**src/rtl/wash_sequencer.sv**
```systemverilog
// -----------------------------------------------------------------------------
// wash_sequencer
// Washing machine program controller. Walks the machine through fill, wash,
// drain, spin, a configurable number of rinse passes and an end alarm. Each
// phase loads its duration into an external phase timer and waits for the
// timer's expiry pulse before moving on.
//
// Ports
//   i_cp           system clock, rising edge
//   i_clr_n        asynchronous active-low reset
//   i_start        start request, honoured only in IDLE while not paused
//   i_pause        level; high freezes the program in any non-IDLE phase
//   i_qcc          phase timer expiry pulse
//   o_rs[7:0]      timer preset for the current phase
//   o_tclr_n       timer clear, active-low, one-cycle pulse on phase entry
//   o_ten          timer enable; low while idle or paused
//   o_valve_in     inlet valve
//   o_valve_out    drain valve
//   o_motor_en     drum motor on
//   o_motor_dir    drum direction, 0 forward / 1 reverse
//   o_motor_fast   spin speed select
//   o_buzzer       end alarm
//   o_phase[2:0]   current phase code
//   o_rinse_left   rinse passes still to run
//
// State | meaning
// ------+-------------------------------------------------------------
// IDLE  | waiting for START; timer and actuators off
// FILL  | inlet valve open
// WASH  | drum turning, direction reversing periodically (wash pass)
// DRAIN | drain valve open
// SPIN  | drain valve open, drum at high speed forward
// RINSE | drum turning, direction reversing periodically (rinse pass)
// DONE  | end alarm sounding
// -----------------------------------------------------------------------------
module wash_sequencer #(
  parameter logic [7:0] T_FILL    = 8'd20,
  parameter logic [7:0] T_WASH    = 8'd90,
  parameter logic [7:0] T_RINSE   = 8'd40,
  parameter logic [7:0] T_DRAIN   = 8'd15,
  parameter logic [7:0] T_SPIN    = 8'd30,
  parameter logic [7:0] T_DONE    = 8'd5,
  parameter logic [1:0] N_RINSE   = 2'd2,
  parameter logic [7:0] DIR_TICKS = 8'd10
) (
  input  logic       i_cp,
  input  logic       i_clr_n,
  input  logic       i_start,
  input  logic       i_pause,
  input  logic       i_qcc,
  output logic [7:0] o_rs,
  output logic       o_tclr_n,
  output logic       o_ten,
  output logic       o_valve_in,
  output logic       o_valve_out,
  output logic       o_motor_en,
  output logic       o_motor_dir,
  output logic       o_motor_fast,
  output logic       o_buzzer,
  output logic [2:0] o_phase,
  output logic [1:0] o_rinse_left
);

  localparam logic [2:0] PH_IDLE  = 3'd0;
  localparam logic [2:0] PH_FILL  = 3'd1;
  localparam logic [2:0] PH_WASH  = 3'd2;
  localparam logic [2:0] PH_DRAIN = 3'd3;
  localparam logic [2:0] PH_SPIN  = 3'd4;
  localparam logic [2:0] PH_RINSE = 3'd5;
  localparam logic [2:0] PH_DONE  = 3'd6;

  logic [2:0] r_phase;
  logic [7:0] r_rs;
  logic       r_tclr_n;
  logic       r_paused;
  logic [1:0] r_rinse_left;
  logic       r_wash_pass;
  logic       r_dir;
  logic [7:0] r_dir_cnt;

  logic [2:0] w_phase_nxt;
  logic       w_enter;
  logic       w_expire;
  logic       w_agitate;
  logic [1:0] w_rinse_nxt;
  logic       w_wash_nxt;

  function automatic logic [7:0] f_preset(input logic [2:0] ph);
    case (ph)
      PH_FILL:  f_preset = T_FILL;
      PH_WASH:  f_preset = T_WASH;
      PH_DRAIN: f_preset = T_DRAIN;
      PH_SPIN:  f_preset = T_SPIN;
      PH_RINSE: f_preset = T_RINSE;
      PH_DONE:  f_preset = T_DONE;
      default:  f_preset = 8'd0;
    endcase
  endfunction

  // Expiry is only trusted once the timer has been cleared and is running:
  // not in the clear cycle, not while the timer is frozen, and not on the
  // edge where pause is first seen (pause wins a tie with expiry).
  assign w_expire  = i_qcc && (r_phase != PH_IDLE) && r_tclr_n && !r_paused && !i_pause;
  assign w_agitate = (r_phase == PH_WASH) || (r_phase == PH_RINSE);

  // next-state
  always_comb begin
    w_phase_nxt = r_phase;
    w_enter     = 1'b0;
    w_rinse_nxt = r_rinse_left;
    w_wash_nxt  = r_wash_pass;
    case (r_phase)
      PH_IDLE: begin
        if (i_start && !i_pause) begin
          w_phase_nxt = PH_FILL;
          w_enter     = 1'b1;
        end
      end
      PH_FILL: begin
        if (w_expire) begin
          w_phase_nxt = r_wash_pass ? PH_WASH : PH_RINSE;
          w_enter     = 1'b1;
        end
      end
      PH_WASH: begin
        if (w_expire) begin
          w_phase_nxt = PH_DRAIN;
          w_enter     = 1'b1;
          w_wash_nxt  = 1'b0;
        end
      end
      PH_RINSE: begin
        if (w_expire) begin
          w_phase_nxt = PH_DRAIN;
          w_enter     = 1'b1;
        end
      end
      PH_DRAIN: begin
        if (w_expire) begin
          w_phase_nxt = PH_SPIN;
          w_enter     = 1'b1;
        end
      end
      PH_SPIN: begin
        if (w_expire) begin
          w_enter = 1'b1;
          if (r_rinse_left != 2'd0) begin
            w_rinse_nxt = r_rinse_left - 2'd1;
            w_phase_nxt = PH_FILL;
          end else begin
            w_phase_nxt = PH_DONE;
          end
        end
      end
      PH_DONE: begin
        if (w_expire) begin
          w_phase_nxt = PH_IDLE;
          w_enter     = 1'b1;
          w_rinse_nxt = N_RINSE;
          w_wash_nxt  = 1'b1;
        end
      end
      default: begin
        w_phase_nxt = PH_IDLE;
        w_enter     = 1'b1;
      end
    endcase
  end

  // state register and phase datapath
  always_ff @(posedge i_cp or negedge i_clr_n) begin
    if (!i_clr_n) begin
      r_phase      <= PH_IDLE;
      r_rs         <= 8'd0;
      r_tclr_n     <= 1'b1;
      r_paused     <= 1'b0;
      r_rinse_left <= N_RINSE;
      r_wash_pass  <= 1'b1;
      r_dir        <= 1'b0;
      r_dir_cnt    <= 8'd0;
    end else begin
      r_phase      <= w_phase_nxt;
      r_rinse_left <= w_rinse_nxt;
      r_wash_pass  <= w_wash_nxt;
      r_paused     <= i_pause && (w_phase_nxt != PH_IDLE);
      if (w_enter) begin
        // returning to IDLE parks the timer; it does not need a clear pulse
        r_rs      <= f_preset(w_phase_nxt);
        r_tclr_n  <= (w_phase_nxt == PH_IDLE);
        r_dir     <= 1'b0;
        r_dir_cnt <= 8'd0;
      end else begin
        r_tclr_n <= 1'b1;
        if (w_agitate && !i_pause) begin
          if (r_dir_cnt == DIR_TICKS - 8'd1) begin
            r_dir_cnt <= 8'd0;
            r_dir     <= ~r_dir;
          end else begin
            r_dir_cnt <= r_dir_cnt + 8'd1;
          end
        end
      end
    end
  end

  // outputs, decoded from registered state only
  always_comb begin
    o_phase      = r_phase;
    o_rs         = r_rs;
    o_tclr_n     = r_tclr_n;
    o_rinse_left = r_rinse_left;
    o_ten        = (r_phase != PH_IDLE) && !r_paused;
    o_valve_in   = 1'b0;
    o_valve_out  = 1'b0;
    o_motor_en   = 1'b0;
    o_motor_dir  = 1'b0;
    o_motor_fast = 1'b0;
    o_buzzer     = 1'b0;
    if (!r_paused) begin
      case (r_phase)
        PH_FILL:  o_valve_in = 1'b1;
        PH_WASH, PH_RINSE: begin
          o_motor_en  = 1'b1;
          o_motor_dir = r_dir;
        end
        PH_DRAIN: o_valve_out = 1'b1;
        PH_SPIN: begin
          o_valve_out  = 1'b1;
          o_motor_en   = 1'b1;
          o_motor_fast = 1'b1;
        end
        PH_DONE:  o_buzzer = 1'b1;
        default:  ;
      endcase
    end
  end

endmodule

```
**config.mk**
```make
export PLATFORM = sky130hd
export DESIGN_NAME = wash_sequencer
export DESIGN_NICKNAME = d
export VERILOG_FILES = /design/src/rtl/wash_sequencer.sv
export SDC_FILE = /design/constraint.sdc
export NUM_CORES = 1
export LEC_CHECK = 0
export ABC_AREA = 1
export ABC_CLOCK_PERIOD_IN_PS = 2200
export BUFFER_PORTS_ARGS = -buffer_cell sky130_fd_sc_hd__buf_2
export CORE_ASPECT_RATIO = 1.25
export CORE_MARGIN = 4
export CORE_UTILIZATION = 35
export DETAILED_ROUTE_END_ITERATION = 8
export PLACE_DENSITY = 0.68
export SKIP_CTS_REPAIR_TIMING = 1
export SLEW_MARGIN = 20
export SYNTH_ARGS = -nofsm -noshare
export SYNTH_HDL_FRONTEND = slang
export SYNTH_SLANG_ARGS = --single-unit
```
**constraint.sdc**
```tcl
create_clock -name i_cp -period 2.2 [get_ports i_cp]
set_clock_uncertainty 0.15 [all_clocks]
set_input_delay 0.44 -clock i_cp [delete_from_list [all_inputs] [get_ports i_cp]]
set_output_delay 0.44 -clock i_cp [all_outputs]
set_load 0.005 [all_outputs]
```
==> impl_metrics.env, run 1 <==
export IMPL_cts_buffer_depth=2
export IMPL_finalNonFillerCells=297
export IMPL_netlist_cell_type_count=30
export IMPL_fin_ws_ns=0.100
export IMPL_slew_violations=0
export IMPL_tightest_slew_ns=0.568
export IMPL_dr_pass1_iters=4
export IMPL_via_per_inst=4.74
export IMPL_h_tree_depth=1
export IMPL_path_clk_slew_ns=0.08
export IMPL_clock_sinks=24
export IMPL_postPlaceCellArea_um2=1730
export IMPL_syn_nets=213
export IMPL_critical_path_class="reg2out"
export IMPL_grt_pass1_wl_mm=5.65
export IMPL_violations="hold timing"
export IMPL_slew_headroom_pct=61.8
export IMPL_critPathCaptureType="output pin"
export IMPL_nets=254
export IMPL_ys_ff_latch=24
export IMPL_drv_cap=0
export IMPL_drive_gt1_share_pct=32.8
export IMPL_whs_ns=-0.0103
export IMPL_dpl_cell_count=286
export IMPL_cts_root_buf="clkbuf_8"
export IMPL_final_hold_viol_count=21
export IMPL_syn_to_final_growth_pct=27.8
export IMPL_die_w_um=66.5
export IMPL_dp_hpwl_mm=2.60
export IMPL_synth_area_um2=1500
export IMPL_netlist_area_leader_share_pct=35.1
export IMPL_period_share_pct=95.4
export IMPL_hold_class="in2async"
export IMPL_numCtsBuffers=3
export IMPL_ios=26
export IMPL_clock_latency_ns=0.26
export IMPL_post_place_ws_ns=-0.0255
export IMPL_fill_cells=429
export IMPL_io_buffers=24
export IMPL_synth_area_top_cells="dfrtp_1, nand2_1, inv_1"
export IMPL_ir_drop_mv=0.736
export IMPL_final_cell_area_um2=1910
export IMPL_grt_usage_pct=13.2
export IMPL_row_count=26
export IMPL_critPathRequiredTime_ns=1.61
export IMPL_core_um2=4100
export IMPL_fmax_mhz=476
export IMPL_die_h_um=81.1
export IMPL_grt_pass1_vias=1320
export IMPL_r2r_setup_slack_ns=0.12
export IMPL_antenna_found_initial=0
export IMPL_start_util_pct=36.5
export IMPL_wl_per_cell_um=11.5
export IMPL_syn_avg_cell_area_um2=7.45
export IMPL_cp_data_arrival_time_ns=1.51
export IMPL_grt_max_degree=25
export IMPL_power_density_nw_per_um2=1420
export IMPL_seq_area_frac_synth_pct=40.4
export IMPL_dieArea_um2=5400
export IMPL_wl_mm=3.43
export IMPL_grt_overflow_total=0
export IMPL_power_leakage_uw=0.00101
export IMPL_vias=1407
export IMPL_drtIter0Drc=102
export IMPL_synth_area_leader_cell="dfrtp_1"
export IMPL_diodes=0
export IMPL_period_needed_ns=2.10
export IMPL_status="complete, but fails checks"
export IMPL_syn_inst=201
export IMPL_gp_congestion=0.881
export IMPL_setup_viol=0
export IMPL_worstPathMaxFanout=4
export IMPL_ys_warn_count=0
export IMPL_cts_tree="done"
export IMPL_final_antenna_net_count=0
export IMPL_start_kind="register"
export IMPL_drc=0
## cell usage after synthesis (all sizes together)
| master | n |
|---|---|
| ha | 7 |
| dfrtp | 21 |
| o22ai | 3 |
| a31oi | 1 |
| nor3 | 4 |
| conb | 1 |
| a41oi | 1 |
| a21oi | 10 |
| xor2 | 1 |
| a22oi | 1 |
| a211oi | 1 |
| nand3 | 15 |
| inv | 31 |
| mux2i | 1 |
| nor2 | 17 |
| and3 | 1 |
| nor4 | 1 |
| buf | 2 |
| clkbuf | 1 |
| dfstp | 3 |
| nand2 | 60 |
| o21ai | 18 |
## cell families (layout without fill, tap and decap cells)
family	count (synthesis)	count (layout)	synth area share, %
xor+xnor	1	1	0.585
fa+ha+maj	7	7	5.85
other cells	1	1	0.250
compound gates	35	35	14.5
flops	24	24	40.4
mux	1	1	0.668
simple gates	98	99	29.0
buf+inv	34	73	8.85
## state kept, by name, summed over array words and instances, names as in the netlist
signal / flops
o_phase: 3
r_dir: 1
o_tclr_n: 1
o_rs: 7
r_wash_pass: 1
o_rinse_left: 2
r_dir_cnt: 8
r_paused: 1
## path summary, 6_finish.rpt
path / cells after the start / from / end
setup reg to reg: 14 / o_phase[0] / r_dir_cnt[6]
min in group i_cp: 3 / i_pause / r_paused
max in group asynchronous: 1 / i_clr_n / o_phase[2]
hold / removal: 1 / i_clr_n / r_dir_cnt[7]
setup / recovery: 8 / o_phase[0] / o_valve_in
hold reg to reg: 2 / o_rs[3] / o_rs[3]
## power by group
group          total (µW)  internal (µW)  switching, µW
Combinational        1740            705           1040
Sequential            678            584           94.4
Clock                 288            159            129
Total                2710           1450           1260
## area by class of cell
type                       instances  area, µm²  share of cell area (%)
tap                               56       70.1                    3.66
inverter                          31        116                    6.08
clock buffer                       4       55.1                    2.88
sequential                        24        606                    31.6
timing repair buffer              38        225                    11.8
multi-input combinational        144        842                    44.0
## placed cells by master, fill, tap and decap left out, drive strengths merged
master   n
a41oi    1
nand3   15
clkbuf   4
o21ai   18
a31oi    1
nor2    17
a211oi   1
ha       7
and3     1
nor4     1
dfrtp   21
nor3     4
mux2i    1
o22ai    3
inv     31
buf     38
a22oi    1
dfstp    3
a21oi   10
xor2     1
nand2   61
conb     1
## metal layers
metal | wire [µm] | GRT usage [%]
met1 | 1500 | 16.8
met2 | 1750 | 23.7
met3 | 142 | 1.24
met4 | 31 | 3.05
met5 | 0 | 0
## worst max-delay path, stage by stage, from the launching register on
cell and delay, ns:
dfrtp_1 0.39, buf_4 0.15, ha_2 0.19, buf_4 0.14, inv_1 0.06, nor2_2 0.04
inv_1 0.10, nor2_1 0.05, buf_2 0.13
## stage by stage
step / hold slack [ns] / setup TNS [ns] / utilization (%) / power [µW]
2_1_floorplan: -0.00559 / 0 / - / 1730
3_3_place_gp: 0.292 / -0.00288 / 42.2 / 2180
3_5_place_dp: 0.297 / -0.0255 / 42.2 / 2180
4_1_cts: 0.00748 / -0.284 / 43.6 / 2490
5_1_grt: 0.0218 / -0.0266 / 46.7 / 2980
6_report: -0.0103 / 0 / 46.7 / 2710
Power figures use the tool's default switching activity.
==> run 2: changes to the inputs <==
--- a/config.mk
+++ b/config.mk
@@ -7,7 +7,7 @@
 export LEC_CHECK = 0
 export ABC_AREA = 1
 export ABC_CLOCK_PERIOD_IN_PS = 2200
-export BUFFER_PORTS_ARGS = -buffer_cell sky130_fd_sc_hd__buf_2
+export BUFFER_PORTS_ARGS = -buffer_cell sky130_fd_sc_hd__buf_4
 export CORE_ASPECT_RATIO = 1.25
 export CORE_MARGIN = 4
 export CORE_UTILIZATION = 35
==> impl_metrics.env, run 2 (synthesized netlist as in run 1, its figures left out) <==
export IMPL_dpl_cell_count=286
export IMPL_power_leakage_uw=0.000999
export IMPL_drive_gt1_share_pct=30.9
export IMPL_gp_congestion=0.869
export IMPL_clkPwrFrac_pct=9.7
export IMPL_r2r_cells=12
export IMPL_timing_rr_start="o_phase[0]"
export IMPL_startpoint="o_phase[0]"
export IMPL_mostFrequentLayoutCell="nand2_1"
export IMPL_hold_end="r_paused"
export IMPL_switching_share_pct=46.8
export IMPL_critical_path_class="reg2out"
export IMPL_p_int_uw=1460
export IMPL_io_buffers=24
export IMPL_setup_tns_ns=0
export IMPL_largest_register_ffs=8
export IMPL_met1_usage_pct=17.4
export IMPL_nets=249
export IMPL_grt_use_met3_pct=2.35
export IMPL_cts_tree="done"
export IMPL_power_density_nw_per_um2=1420
export IMPL_hold_class="in2reg"
export IMPL_cp_data_arrival_time_ns=1.53
export IMPL_post_route_util_pct=47.2
export IMPL_dieArea_um2=5400
export IMPL_clock_latency_ns=0.27
export IMPL_ios=26
export IMPL_setup_viol=0
export IMPL_dr_pass1_iters=4
export IMPL_status="complete, no violations"
export IMPL_clock_sinks=24
export IMPL_gr_usage_met2_pct=23.7
export IMPL_worstPathMaxFanout=4
export IMPL_critPathRequiredTime_ns=1.61
export IMPL_r2r_end="r_dir_cnt[6]"
export IMPL_row_count=26
export IMPL_p_seq_share_pct=25.1
export IMPL_totalPowerFinal_uw=2740
export IMPL_diodes=0
export IMPL_period_share_pct=96.3
export IMPL_cp_num_buf_inv=3
export IMPL_antenna_found_initial=0
export IMPL_slew_violations=0
export IMPL_period_needed_ns=2.12
export IMPL_cp_common_cell="buf_4"
export IMPL_slowest_delay_ns=0.40
export IMPL_die_h_um=81.1
export IMPL_numCtsBuffers=3
export IMPL_start_kind="register"
export IMPL_die_w_um=66.5
export IMPL_core_um2=4100
export IMPL_cp_slowest_cell="dfrtp_1"
export IMPL_grt_overflow_total=0
export IMPL_start_util_pct=36.5
export IMPL_r2r_setup_slack_ns=0.13
export IMPL_grt_pass1_wl_mm=5.87
export IMPL_vias=1409
export IMPL_wl_per_cell_um=11.9
export IMPL_h_tree_depth=1
export IMPL_rsz0062_at_grt="yes"
export IMPL_drtIter0Drc=78
export IMPL_p_comb_share_pct=65.2
export IMPL_path_delay_family="buffers and inverters"
export IMPL_path_clk_slew_ns=0.09
export IMPL_grt_usage_pct=13.8
export IMPL_fill_cells=414
export IMPL_final_hold_viol_count=0
export IMPL_grt_max_degree=25
export IMPL_drv_cap=0
export IMPL_layout_common_cells="nand2_1, buf_4, inv_1, dfrtp_1, nand3_1"
export IMPL_cts_root_buf="clkbuf_8"
export IMPL_syn_to_final_growth_pct=29.2
export IMPL_p_switching_uw=1280
export IMPL_dp_hpwl_mm=2.70
export IMPL_via_per_inst=4.83
export IMPL_final_antenna_net_count=0
export IMPL_drc=0
export IMPL_hold_path_depth=3
export IMPL_fmax_mhz=472
export IMPL_grt_pass1_vias=1333
export IMPL_busiest_layer="met2"
export IMPL_ir_drop_mv=0.707
export IMPL_wl_mm=3.49
export IMPL_path_cells="buf_4 > ha_1 > nand2_2 > nand2_1 > inv_1 > nor2_1 > buf_4"
export IMPL_critPathCaptureType="output pin"
export IMPL_regMostFlops="r_dir_cnt"
export IMPL_finalNonFillerCells=292
export IMPL_cts_buffer_depth=2
export IMPL_worstHoldStart="i_pause"
-- run 2: cell count changes in the layout (fill, tap and decap cells not counted), moves of 2 or more --
| cell | delta |
|---|---|
| buf_2 | -24 |
| buf_4 | +19 |
| nand2_1 | -3 |
| inv_2 | -2 |
| nand2_2 | +2 |
-- run 2: how the worst max path moves through the flow --
stage	slack, ns	end	cells past startpoint
2_1_floorplan	0.12	r_dir_cnt[6]	12
3_5_place_dp	0.03	o_rs[2]	15
5_1_grt	-0.05	o_motor_dir	7
3_3_place_gp	0.007	o_rs[2]	15
6_report	0.08	o_valve_out	7
4_1_cts	-0.13	o_motor_dir	7
-- run 2: metal layers --
metal | up-vias | wire (µm)
li1 | 720 | -
met1 | 641 | 1600
met2 | 41 | 1670
met3 | 7 | 154
met4 | 0 | 61
met5 | - | 0
-- run 2: cell type report --
type                    instances  area, µm²  area share (%)
clock buffers                   4       45.0            2.33
multi-input cells             143        838            43.3
repair buffers                 34        258            13.3
flip-flops and latches         24        606            31.3
well taps                      56       70.1            3.62
inverters                      31        119            6.14
-- run 2: power groups by stage --
stage          clock, µW  combinational (µW)  sequential [µW]
5_1_grt              290                2040              705
3_5_place_dp           0                1610              686
4_1_cts              269                1630              676
3_3_place_gp           0                1580              685
6_report             266                1790              687
2_1_floorplan          0                1050              672
-- run 2: metrics by stage --
| stage | hold slack [ns] | cell area (µm²) | setup WS (ns) |
|---|---|---|---|
| 2_1_floorplan | -0.00559 | 1500 | 0.117 |
| 3_3_place_gp | 0.201 | 1790 | 0.00729 |
| 3_5_place_dp | 0.206 | 1790 | 0.0298 |
| 4_1_cts | -0.0850 | 1840 | -0.133 |
| 5_1_grt | 0.294 | 1940 | -0.0482 |
| 6_report | 0.262 | 1940 | 0.0818 |
-- run 2: tightest hold or removal path: stages --
cell and delay [ns]:
buf_4 0.10, o21ai_0 0.07, inv_1 0.05
==> run 3: changes to the inputs <==
--- a/config.mk
+++ b/config.mk
@@ -5,7 +5,6 @@
 export SDC_FILE = /design/constraint.sdc
 export NUM_CORES = 1
 export LEC_CHECK = 0
-export ABC_AREA = 1
 export ABC_CLOCK_PERIOD_IN_PS = 2200
 export BUFFER_PORTS_ARGS = -buffer_cell sky130_fd_sc_hd__buf_4
 export CORE_ASPECT_RATIO = 1.25
==> impl_metrics.env, run 3 <==
export IMPL_finalNonFillerCells=291
export IMPL_antenna_found_initial=0
export IMPL_power_density_nw_per_um2=1420
export IMPL_final_antenna_net_count=0
export IMPL_synth_area_um2=1570
export IMPL_syn_inst=169
export IMPL_cts_buffer_depth=2
export IMPL_rsz0062_at_grt="yes"
export IMPL_grt_pass1_wl_mm=6.56
export IMPL_ir_drop_mv=0.619
export IMPL_synth_most_common_cell="dfrtp_1"
export IMPL_cts_tree="done"
export IMPL_layout_common_cells="buf_4, dfrtp_1, nor2_1, nand2_1, inv_1"
export IMPL_p_int_uw=2010
export IMPL_hold_class="reg2reg"
export IMPL_synth_edff_count=0
export IMPL_ys_ff_latch=24
export IMPL_largest_register_ffs=8
export IMPL_nets=248
export IMPL_syn_avg_cell_area_um2=9.28
export IMPL_synth_area_top_cells="dfrtp_1, ha_1, dfstp_2"
export IMPL_cp_data_arrival_time_ns=2.29
export IMPL_p_seq_share_pct=19.8
export IMPL_final_hold_viol_count=0
export IMPL_dieArea_um2=5620
export IMPL_clock_sinks=24
export IMPL_period_share_pct=102
export IMPL_drive_gt1_share_pct=48.9
export IMPL_status="complete, but fails checks"
export IMPL_p_comb_share_pct=71.2
export IMPL_regMostFlops="r_dir_cnt"
export IMPL_drv_cap=0
export IMPL_grt_pass1_vias=1459
export IMPL_via_per_inst=5.02
export IMPL_ys_warn_count=0
export IMPL_wl_per_cell_um=13.8
export IMPL_synth_simple_gate_area_share_pct=24.2
export IMPL_synth_top_family_by_area="simple AND/OR/NAND/NOR gates"
export IMPL_vias=1461
export IMPL_power_leakage_uw=0.00109
export IMPL_fill_cells=381
export IMPL_mostFrequentLayoutCell="buf_4"
export IMPL_ys_async_sr_fraction_pct=100
export IMPL_fin_ws_ns=-0.0483
export IMPL_multiInputGateArea_um2=1030
export IMPL_syn_to_final_growth_pct=51.0
export IMPL_seq_area_frac_synth_pct=38.5
export IMPL_ios=26
export IMPL_core_um2=4200
export IMPL_grt_max_degree=25
export IMPL_grt_usage_pct=14.4
export IMPL_drc=0
export IMPL_fmax_mhz=445
export IMPL_yosys_top_cells_count="dfrtp_1, nand2_1, nor2_1"
export IMPL_numCtsBuffers=3
export IMPL_synth_main_ff_cell="dfrtp_1"
export IMPL_synthAdderAreaFrac_pct=5.58
export IMPL_start_kind="register"
export IMPL_setup_viol=5
export IMPL_cts_root_buf="clkbuf_8"
export IMPL_synth_area_leader_cell="dfrtp_1"
export IMPL_p_switching_uw=1350
export IMPL_clkPwrFrac_pct=9.0
export IMPL_dr_pass1_iters=4
export IMPL_ff_latch_area_um2=606
export IMPL_slew_violations=0
export IMPL_grt_overflow_total=0
export IMPL_syn_nets=181
export IMPL_die_h_um=82.9
export IMPL_netlist_area_leader_share_pct=33.5
export IMPL_wl_mm=4.00
export IMPL_synthMuxAreaShare_pct=1.91
export IMPL_post_route_util_pct=56.4
export IMPL_worstPathMaxFanout=8
export IMPL_start_util_pct=37.4
export IMPL_path_clk_slew_ns=0.09
export IMPL_synth_compound_area_share_pct=19.5
export IMPL_h_tree_depth=1
export IMPL_dp_hpwl_mm=2.88
export IMPL_clock_latency_ns=0.27
export IMPL_io_buffers=24
export IMPL_critical_path_class="reg2reg"
export IMPL_drtIter0Drc=44
export IMPL_period_needed_ns=2.25
export IMPL_synthXorXnorAreaFrac_pct=3.91
export IMPL_violations="setup timing"
export IMPL_switching_share_pct=40.3
export IMPL_gp_congestion=0.858
export IMPL_row_count=26
export IMPL_die_w_um=67.9
export IMPL_critPathCaptureType="register"
export IMPL_dpl_cell_count=281
export IMPL_critPathRequiredTime_ns=2.24
export IMPL_diodes=0
export IMPL_netlist_cell_type_count=55
-- run 3: cell types whose count changed in the layout (fill, tap and decap cells not counted), moves of 4 or more --
| cell | before | now |
|---|---|---|
| buf_4 | 33 | 66 |
| nand2_1 | 49 | 16 |
| inv_1 | 24 | 6 |
| nand3_1 | 14 | 2 |
| nand2_2 | 10 | 0 |
| o21ai_1 | 9 | 1 |
| a21oi_1 | 8 | 2 |
| buf_6 | 0 | 4 |
| nand2b_1 | 0 | 4 |
| o21ai_0 | 7 | 3 |
| xor2_1 | 1 | 5 |
-- run 3: area by class of cell --
type | instances | share of cell area (%)
clock buffer | 4 | 2.32
inverter | 10 | 1.69
multi-input combinational | 125 | 43.4
sequential | 24 | 25.6
tap | 56 | 2.96
timing repair buffer | 72 | 24.1
-- run 3: cells by family (layout without fill, tap and decap cells) --
kind of cell    count (synthesis)  after routing
xor+xnor                        7              7
simple gates                   68             68
fa+ha+maj                       7              7
buf+inv                        20             86
flops                          24             24
compound gates                 39             39
mux                             3              3
other cells                     1              1
-- run 3: through the flow --
step	total power [µW]	setup slack [ns]	hold slack [ns]	TNS, ns	instance area (µm²)
after floorplan	1720	-0.133	-0.00559	-0.259	1590
after global placement	2670	-0.159	0.206	-1.10	2090
after detailed placement	2700	-0.161	0.207	-1.35	2090
after CTS	3020	-0.192	-0.0856	-2.04	2150
after global routing	3620	-0.132	0.374	-0.741	2370
final	3360	-0.0483	0.333	-0.0979	2370
-- run 3: final timing paths --
kind | from | end | slack [ns] | cells past startpoint
worst max-delay path | o_phase[1] | o_rs[4] | -0.05 | 7
worst min-delay path | o_rs[5] | o_rs[5] | 0.33 | 2
worst max register to register | o_phase[1] | o_rs[4] | -0.05 | 7
worst min register to register | o_rs[5] | o_rs[5] | 0.33 | 2
max in group asynchronous | i_clr_n | r_wash_pass | 1.15 | 2
min in group asynchronous | i_clr_n | o_rs[2] | 0.45 | 2
-- run 3: power by group through the flow --
stage	Clock, µW	Sequential (µW)	Combinational (µW)
detailed placement	0	662	2040
global route	324	687	2610
finish	302	667	2390
global placement	0	659	2010
CTS	306	654	2060
floorplan	0	659	1060
-- run 3: metal layers --
layer  track usage, %  vias up  wire [µm]
li1                 -      732          -
met3             1.62       11         98
met5                0        -          0
met2             24.8       23       2110
met4             4.70        0         71
met1             18.1      695       1720
-- run 3: critical path, cell delays in order, from the launching register on --
cell and delay [ns]:
dfrtp_2 0.43, inv_4 0.06, ha_4 0.19, or4_4 0.55, a32oi_4 0.23, inv_2 0.07
or3_4 0.35, a31oi_2 0.14
